<file path="config.mk">
export PLATFORM = sky130hd
export DESIGN_NAME = shift_seq
export DESIGN_NICKNAME = d
export VERILOG_FILES = /design/src/rtl/shift_seq.sv
export SDC_FILE = /design/constraint.sdc
export NUM_CORES = 1
export LEC_CHECK = 0
export BUFFER_PORTS_ARGS = -buffer_cell sky130_fd_sc_hd__buf_2
export CELL_PAD_IN_SITES_DETAIL_PLACEMENT = 1
export CELL_PAD_IN_SITES_GLOBAL_PLACEMENT = 1
export CORE_AREA = 3 3 108 110
export CTS_CLUSTER_SIZE = 40
export DETAILED_ROUTE_END_ITERATION = 8
export DIE_AREA = 0 0 111 113
export GPL_ROUTABILITY_DRIVEN = 0
export PLACE_DENSITY = 0.79
export SLEW_MARGIN = 20
export SYNTH_ARGS = -nofsm -noshare
export SYNTH_HDL_FRONTEND = slang
export SYNTH_SLANG_ARGS = --single-unit
</file>
<file path="constraint.sdc">
create_clock -name clk -period 2.2 [get_ports clk]
set_input_delay 0.22 -clock clk [delete_from_list [all_inputs] [get_ports clk]]
set_output_delay 0.22 -clock clk [all_outputs]
set_load 0.01 [all_outputs]
</file>
<file path="src/rtl/shift_seq.sv">
// shift_seq: sequential barrel-free shifter.
//
// An accepted request latches the operand, opcode, shift amount and sign bit.
// The operand is then shifted one step per cycle in an internal working
// register until the remaining count reaches zero. The final value is
// presented on result together with a one-cycle done pulse.
//
// Optional build macro:
//   SHIFT_SEQ_FAST_EN - while at least 4 bits remain, each step shifts by 4
//                       bits instead of 1.
//
// Ports:
//   clk    - clock, all state changes on the rising edge
//   rst    - synchronous, active-high reset
//   start  - request to begin an operation (honoured in IDLE or DONE only)
//   op     - 00 logical right, 01 logical left, 10 arithmetic right,
//            11 arithmetic left (same as 01)
//   A      - 32-bit operand
//   num    - shift amount, 0..31
//   busy   - high while shifting
//   done   - one-cycle pulse, result valid
//   result - registered final shift result, held until the next completion
module shift_seq (
  input  logic        clk,
  input  logic        rst,
  input  logic        start,
  input  logic [1:0]  op,
  input  logic [31:0] A,
  input  logic [4:0]  num,
  output logic        busy,
  output logic        done,
  output logic [31:0] result
);

  typedef enum logic [1:0] {
    IDLE  = 2'd0,
    SHIFT = 2'd1,
    DONE  = 2'd2
  } state_t;

  state_t      state;
  state_t      state_nxt;

  logic [31:0] work;      // working register, holds intermediate values
  logic [31:0] work_shf;  // working register after one step
  logic [4:0]  cnt;       // remaining shift amount
  logic [4:0]  cnt_nxt;
  logic [4:0]  step;
  logic        step4;     // current step moves four bits
  logic [1:0]  op_q;
  logic        sign_q;
  logic        accept;

  // A new request is taken only outside SHIFT, so a running operation and its
  // latched operands are never disturbed.
  assign accept = start && (state != SHIFT);

  // Step size selection.
`ifdef SHIFT_SEQ_FAST_EN
  assign step4 = (cnt >= 5'd4);
`else
  assign step4 = 1'b0;
`endif

  // NOTE: every signal written in an always_comb gets a default first, so no
  // path can leave it unassigned and infer a latch.
  always_comb begin
    step    = 5'd1;
    if (step4) begin
      step = 5'd4;
    end
    cnt_nxt = cnt - step;
  end

  // One shift step. Arithmetic right fills from the sign latched at
  // acceptance, not from the working register's current MSB.
  always_comb begin
    work_shf = work;
    case (op_q)
      2'b00:   work_shf = step4 ? {4'b0000, work[31:4]} : {1'b0, work[31:1]};
      2'b10:   work_shf = step4 ? {{4{sign_q}}, work[31:4]} : {sign_q, work[31:1]};
      default: work_shf = step4 ? {work[27:0], 4'b0000} : {work[30:0], 1'b0};
    endcase
  end

  // State register.
  // NOTE: sequential state uses non-blocking assignments so every register
  // samples pre-edge values and simulation matches the synthesized flops.
  always_ff @(posedge clk) begin
    if (rst) begin
      state <= IDLE;
    end else begin
      state <= state_nxt;
    end
  end

  // Next-state and output decode.
  always_comb begin
    state_nxt = state;
    busy      = 1'b0;
    done      = 1'b0;
    case (state)
      IDLE, DONE: begin
        done = (state == DONE);
        if (start) begin
          state_nxt = (num == 5'd0) ? DONE : SHIFT;
        end else begin
          state_nxt = IDLE;
        end
      end
      SHIFT: begin
        busy = 1'b1;
        if (cnt_nxt == 5'd0) begin
          state_nxt = DONE;
        end
      end
      default: state_nxt = IDLE;
    endcase
  end

  // Datapath: operand latch, working register, count and result.
  always_ff @(posedge clk) begin
    if (rst) begin
      work   <= '0;
      cnt    <= '0;
      op_q   <= '0;
      sign_q <= 1'b0;
      result <= '0;
    end else if (accept) begin
      work   <= A;
      cnt    <= num;
      op_q   <= op;
      sign_q <= A[31];
      // A zero-length shift completes immediately with the operand itself.
      if (num == 5'd0) begin
        result <= A;
      end
    end else if (state == SHIFT) begin
      work <= work_shf;
      cnt  <= cnt_nxt;
      // result changes only on the final step so it stays stable while busy.
      if (cnt_nxt == 5'd0) begin
        result <= work_shf;
      end
    end
  end

endmodule

</file>
==> impl_results.md, run 1 <==
- WL per Instance: about 17 um
- Max FO, Critical Path: 21
- Yosys cell types: 33
- Mapped Nets: 471
- Pwr per Cell Area: 722 nW/um^2
- Most frequent cells in the layout: 75 x buf_2, 73 x dfxtp_1, 70 x nand2_1
- Hold path depth: 3
- Total gr overflow: 0
- Avg Cell Area, Syn: between 8 and 9 sq um
- Static Leak: 0.00186 uW
- Worst Path Required: 1.98 ns
- Critical path's slowest cell: dfxtp_1
- Commonest non-fill, non-tap cell in the layout: buf_2
- Vias/cell: 5.40
- Startpoint types: flop
- Final nets: around 530
- FF+latch count, synth: 74
- Unrepaired setup endpoints after global routing: no
- Least-Margin Pin Slew: about 0.55 ns
- Setup Buffers After CTS: 0
- Clk_skew: 0.00895 ns
- Post-DP HPWL: approximately 7500 um
- Crit path time final: 1.92 ns
- Relative slew slack: 0.635
- Post-route ant nets: 0
- Die W: 111 um
- Syn-to-layout area delta: 18.4%
- Asr flop ratio synth: 0
- Initial Util: 0.348
- Post-synth EDFFs: 0
- Crit-path cells: nand2b_1 -> inv_2 -> buf_4 -> buf_2
- Port bufs: 75
- Top FF cell, synth: dfxtp_1
- CTS tree: done
- Number of hold buffers added after CTS: 0
- Fin Setup TNS: 0 ns
- Yosys warnings: 0
- Die area: 12500 sq um
- Deepest clock path buffer count: 2
- Setup violations, final: 0
- Crit path kind: reg -> out
- Worst path max stage delay: 0.33 ns
- Global-route wire length before repair: 17700 um
- # DRC: 0
- Antenna diodes: 0
- Num CTS Buffers: 9
- Die Y-Extent: 113 um
- Seq/Total Area, Yosys: 0.395
- Io pins: 76
- Status: complete, no violations
- Via count: 3427
- GRT Overall Usage: 0.172
- Initial antenna violation count: 0
- Post-Syn Instances: 427
- Period utilization: 0.874
- Core area: 10800 sq um
- F_max: 520 MHz
- Sinks on Clock Net: 74
- Largest net degree at the start of global routing: 42
- Max-slew violations: 0
- Tightest Hold Check Type: in -> reg
- Smallest hold slack: 0.0953 ns
- Final hold violations: 0
- Routed wire length: 10800 um
- H-tree levels: 3
- Pre-antenna DRT Iters: 4
- Mapped Area: 3750 sq um
- Vias in the first global route: 3596
- Critical path arrival: approximately 1.7 ns
- CP Capture Type: primary output
- Proportion of layout cells with a drive suffix above 1: 0.240
- Initial DRC count: 141
- Clk pin slew, worst setup/hold paths: 0.08 ns
- Max IR drop VDD: 0.000272 V
- Clock root cell: clkbuf_8
- # rows: 38
- Max_cap viols: 0
- Clock latency on the worst-skew pair: 0.35 ns
- CTS resizes: 0
- R2r worst-path depth: 7
-- final timing paths --
| path | from | to | slack [ns] |
|---|---|---|---|
| max | state[1]$_SDFFE_PP0P_ | busy | 0.28 |
| max reg2reg | cnt[0]$_SDFFE_PP0P_ | result[18]$_SDFFE_PP0P_ | 0.30 |
| min reg2reg | result[4]$_SDFFE_PP0P_ | result[4]$_SDFFE_PP0P_ | 0.46 |
| min | op[0] | op_q[0]$_SDFFE_PP0P_ | 0.1 |
-- sequential cells by signal, indices dropped and copies added (netlist names) --
register / count
op_q: 2
cnt: 5
result: 32
sign_q: 1
state: 2
work: 32
-- power by group --
group	total, uW	internal (uW)	switching [uW]
logic	609	248	361
registers	1490	1420	73.4
clock network	1110	562	546
total	3210	2230	980
-- cell families (layout without fill, tap and decap cells) --
kind of cell,after synthesis,in the layout,synth area share
xor gates and xnor gates,2,2,0.00667
buffers and inverters,46,114,0.0623
DFF,74,74,0.395
and+or+nand+nor,90,90,0.106
muxes,63,63,0.168
adders and majority gates,2,2,0.00666
AOI/OAI and AO/OA,150,150,0.256
-- metal layers --
layer,global-route usage,vias up,part of all wire
li1,-,1676,-
met1,0.200,1663,0.44
met2,0.312,69,0.50
met3,0.0406,19,0.039
met4,0.0583,0,0.019
met5,0,-,0
-- critical path, delay by kind of cell, from the launching register on --
family,cells,cell delay [ns]
flops,1,0.33
buf+inv,3,0.81
simple gates,1,0.20
-- synth_stat cells, types with 3 or more instances --
cell,number,area share
o21ai_1,10,0.013
mux2i_1,63,0.17
a22oi_1,3,0.0060
a211oi_1,4,0.0080
o211ai_1,60,0.12
inv_1,5,0.0050
clkbuf_1,25,0.025
dfxtp_1,74,0.39
buf_12,3,0.016
a21oi_1,39,0.052
nand2_1,71,0.071
buf_2,10,0.013
o21ai_0,29,0.039
nor2_1,5,0.0050
-- stage by stage --
stage / cell area [sq um] / utilization / setup slack [ns] / std cells / total power [uW]
CTS: 4440 / 0.412 / 0.281 / 635 / 3240
global route: 4440 / 0.412 / 0.191 / 635 / 3360
global placement: 4240 / 0.393 / 0.469 / 619 / 2100
floorplan: 3750 / - / 0.507 / 427 / 1930
detailed placement: 4240 / 0.393 / 0.300 / 619 / 2130
finish: 4440 / 0.412 / 0.278 / 635 / 3210
-- area by class of cell --
cell class | count | area, sq um
Timing Repair Buffer | 92 | 515
Tap cell | 140 | 175
Inverter | 6 | 22.5
Multi-Input combinational cell | 307 | 2040
Clock inverter | 5 | 62.6
Sequential cell | 74 | 1480
Fill cell | 1305 | 6350
Clock buffer | 11 | 141
Note: power is estimated with default switching activity, not from simulation.
==> run 2: changes to the inputs <==
--- a/config.mk
+++ b/config.mk
@@ -5,15 +5,16 @@
 export SDC_FILE = /design/constraint.sdc
 export NUM_CORES = 1
 export LEC_CHECK = 0
+export ABC_AREA = 1
 export BUFFER_PORTS_ARGS = -buffer_cell sky130_fd_sc_hd__buf_2
 export CELL_PAD_IN_SITES_DETAIL_PLACEMENT = 1
 export CELL_PAD_IN_SITES_GLOBAL_PLACEMENT = 1
-export CORE_AREA = 3 3 108 110
+export CORE_AREA = 3 3 112 114
 export CTS_CLUSTER_SIZE = 40
 export DETAILED_ROUTE_END_ITERATION = 8
-export DIE_AREA = 0 0 111 113
+export DIE_AREA = 0 0 115 117
 export GPL_ROUTABILITY_DRIVEN = 0
-export PLACE_DENSITY = 0.79
+export PLACE_DENSITY = 0.82
 export SLEW_MARGIN = 20
 export SYNTH_ARGS = -nofsm -noshare
 export SYNTH_HDL_FRONTEND = slang
==> run 2 against run 1 <==
Against the previous run: hold slack worse by 0.014 ns; count of clock-buffer cells in the layout did not move; global-route usage increased by 1.2 points; sequential power grew 19%.
==> impl_results.md, run 2 <==
- Deepest clock path buffer count: 2
- Status: complete, no violations
- Die area: 13500 sq um
- Crit path time final: between 1.5 and 2 ns
- Pre-antenna DRT Iters: 5
- Buf/Inv on CP: 3
- Die Y-Extent: 117 um
- Setup slack after layout: ~0.23 ns
- Setup violations, final: 0
- Clk pin slew, worst setup/hold paths: approximately 0.060 ns
- Synth cell count leaders: 180 x nand2_1, 137 x inv_1, 74 x dfxtp_1
- Clk_skew: roughly 0.0055 ns
- Crit path kind: reg -> reg
- Crit-path cells: inv_1 -> ha_1 -> inv_1 -> nand2_1 -> nand2_1 -> nor2_1 -> nand2_1 -> nand2_2 -> nand3_4 -> nand2_1 -> inv_1 -> nor2_1
- Num CTS Buffers: 9
- F_max: 508 MHz
- GRT Overall Usage: 0.185
- Endpoint, Worst Hold: sign_q$_SDFFE_PP0P_
- Synth area leaders: dfxtp_1 37%, nand2_1 17%, inv_1 13%, o211ai_1 5.9%, o21ai_0 5.2%
- CP Capture Type: flop
- Synth area leader: dfxtp_1
- Avg Cell Area, Syn: 6.33 sq um
- Vias in the first global route: 4283
- R2r worst-path depth: 12
- Largest net degree at the start of global routing: between 40 and 50
- Die W: 115 um
- Yosys warnings: 0
- Static Leak: 0.00262 uW
- Critical path's slowest cell: dfxtp_1
- Worst R2R Start: cnt[1]$_SDFFE_PP0P_
- Syn-to-layout area delta: 19.9%
- Mapped Nets: 683
- Final nets: ~740
- Min-delay src: rst
- Leading registers by flop count: result (32), work (32), cnt (5)
- Pwr per Cell Area: approximately 1000 nW/um^2
- Max-slew violations: 0
- Initial DRC count: 163
- # DRC: 0
- Yosys cell types: 25
- Final hold violations: 0
- Least-Margin Pin Slew: around 0.47 ns
- Dpl ws: between 0.15 and 0.2 ns
- R2R setup slack: between 0.2 and 0.25 ns
- Critical path arrival: 2.24 ns
- Top FF cell, synth: dfxtp_1
- Most frequent cells in the layout: 179 x nand2_1, 137 x inv_1, 75 x buf_2
- Number of hold buffers added after CTS: 0
- Yosys top cell area share: 0.366
- Hold path depth: 2
- Fin Setup TNS: 0 ns
- Global-route wire length before repair: 20200 um
- CTS resizes: 0
- Startpoint types: flop
- H-tree levels: 3
- WL per Instance: approximately 14 um
- Post-route ant nets: 0
- Port bufs: 75
- Post-Syn Instances: 639
- Max FO, Critical Path: 17
- Clock root cell: clkbuf_16
- Proportion of layout cells with a drive suffix above 1: 0.172
- Max IR drop VDD: 0.000428 V
- Relative slew slack: 0.685
- Crit path top cell by count: nand2_1
- Worst path max stage delay: 0.31 ns
- Asr flop ratio synth: 0
- Vias/cell: 4.87
- Crit path max-delay family: simple AND/OR/NAND/NOR gates
- Worst Path Required: 2.47 ns
- Initial Util: 0.351
- Max_cap viols: 0
- FF+latch count, synth: 74
- Post-synth EDFFs: 0
- Mapped Area: 4050 sq um
- Core area: 11500 sq um
- Antenna diodes: 0
- Clock latency on the worst-skew pair: between 0.3 and 0.4 ns
- Initial antenna violation count: 0
- Via count: 4122
- Io pins: 76
- Seq/Total Area, Yosys: 0.366
- Commonest non-fill, non-tap cell in the layout: nand2_1
- Count leader, synth: nand2_1
- FF-to-FF End: result[6]$_SDFFE_PP0P_
- Post-DP HPWL: about 7900 um
- Unrepaired setup endpoints after global routing: no
- Tightest Hold Check Type: in -> reg
- CTS tree: done
- Total gr overflow: 0
- Routed wire length: 11800 um
- Period utilization: 0.895
- Sinks on Clock Net: 74
- # rows: 39
- Setup Buffers After CTS: 0
- FILL cells: 1544
-- run 2: cell count changes after synthesis, moves of 9 or more --
cell      previous run  this run
clkbuf_1            25         9
buf_2               10        19
mux2i_1             63         0
a21oi_1             39         4
o21ai_1             10        25
nand4_1              0        33
nand2_1             71       180
nor2_1               5        44
o21ai_0             29        42
o211ai_1            60        32
inv_1                5       137
-- run 2: cell type report --
cell class | count | area, sq um | area share
multi-input cells | 380 | 1830 | 0.377
flip-flops and latches | 74 | 1480 | 0.306
inverters | 146 | 548 | 0.113
repair buffers | 87 | 490 | 0.101
clock buffers | 11 | 243 | 0.0500
well taps | 143 | 179 | 0.0369
clock inverters | 5 | 77.6 | 0.0160
-- run 2: worst reg2reg max path, delay by kind of cell (launching register included) --
family | cells | cell delay (ns)
fa+ha+maj | 1 | 0.24
buf+inv | 3 | 0.25
flops | 1 | 0.31
simple gates | 8 | 1.10
-- run 2: metrics by stage --
step	total power, uW	utilization	hold WS [ns]	area (sq um)	cells
final	5040	0.421	0.0810	4850	846
after global routing	5440	0.421	0.0863	4850	846
after CTS	5080	0.420	0.0751	4830	845
after detailed placement	3440	0.392	0.434	4510	829
after global placement	3350	0.392	0.429	4510	829
after floorplan	2960	-	0.289	4050	639
-- run 2: worst max path at each step --
stage	endpoint	cells past startpoint	slack, ns	start
CTS	result[6]$_SDFFE_PP0P_	12	0.08	cnt[1]$_SDFFE_PP0P_
floorplan	result[15]$_SDFFE_PP0P_	12	0.72	cnt[0]$_SDFFE_PP0P_
global placement	result[15]$_SDFFE_PP0P_	11	0.30	cnt[0]$_SDFFE_PP0P_
finish	result[6]$_SDFFE_PP0P_	12	0.23	cnt[1]$_SDFFE_PP0P_
global route	result[6]$_SDFFE_PP0P_	12	0.003	cnt[1]$_SDFFE_PP0P_
detailed placement	result[30]$_SDFFE_PP0P_	11	0.15	cnt[0]$_SDFFE_PP0P_
-- run 2: cell families after synthesis --
family / Yosys count / synth area share
flip-flops: 74 / 0.366
AND/OR/NAND/NOR: 270 / 0.285
adder cells (fa/ha/maj): 2 / 0.00619
AO/OA/AOI/OAI: 107 / 0.155
buffers and inverters: 186 / 0.188
-- run 2: routing by layer --
layer,vias to the layer above,global-route usage,routed length (um)
met3,17,0.0288,474
met4,0,0.0696,220
li1,2093,-,-
met1,1940,0.233,5480
met5,-,0,0
met2,72,0.319,5620
-- run 2: report_power, final --
part           internal [uW]  leakage [uW]  switching [uW]
logic                    592       0.00185            1090
registers               1590      0.000612             171
clock network           1020      0.000156             577
total                   3210       0.00262            1830
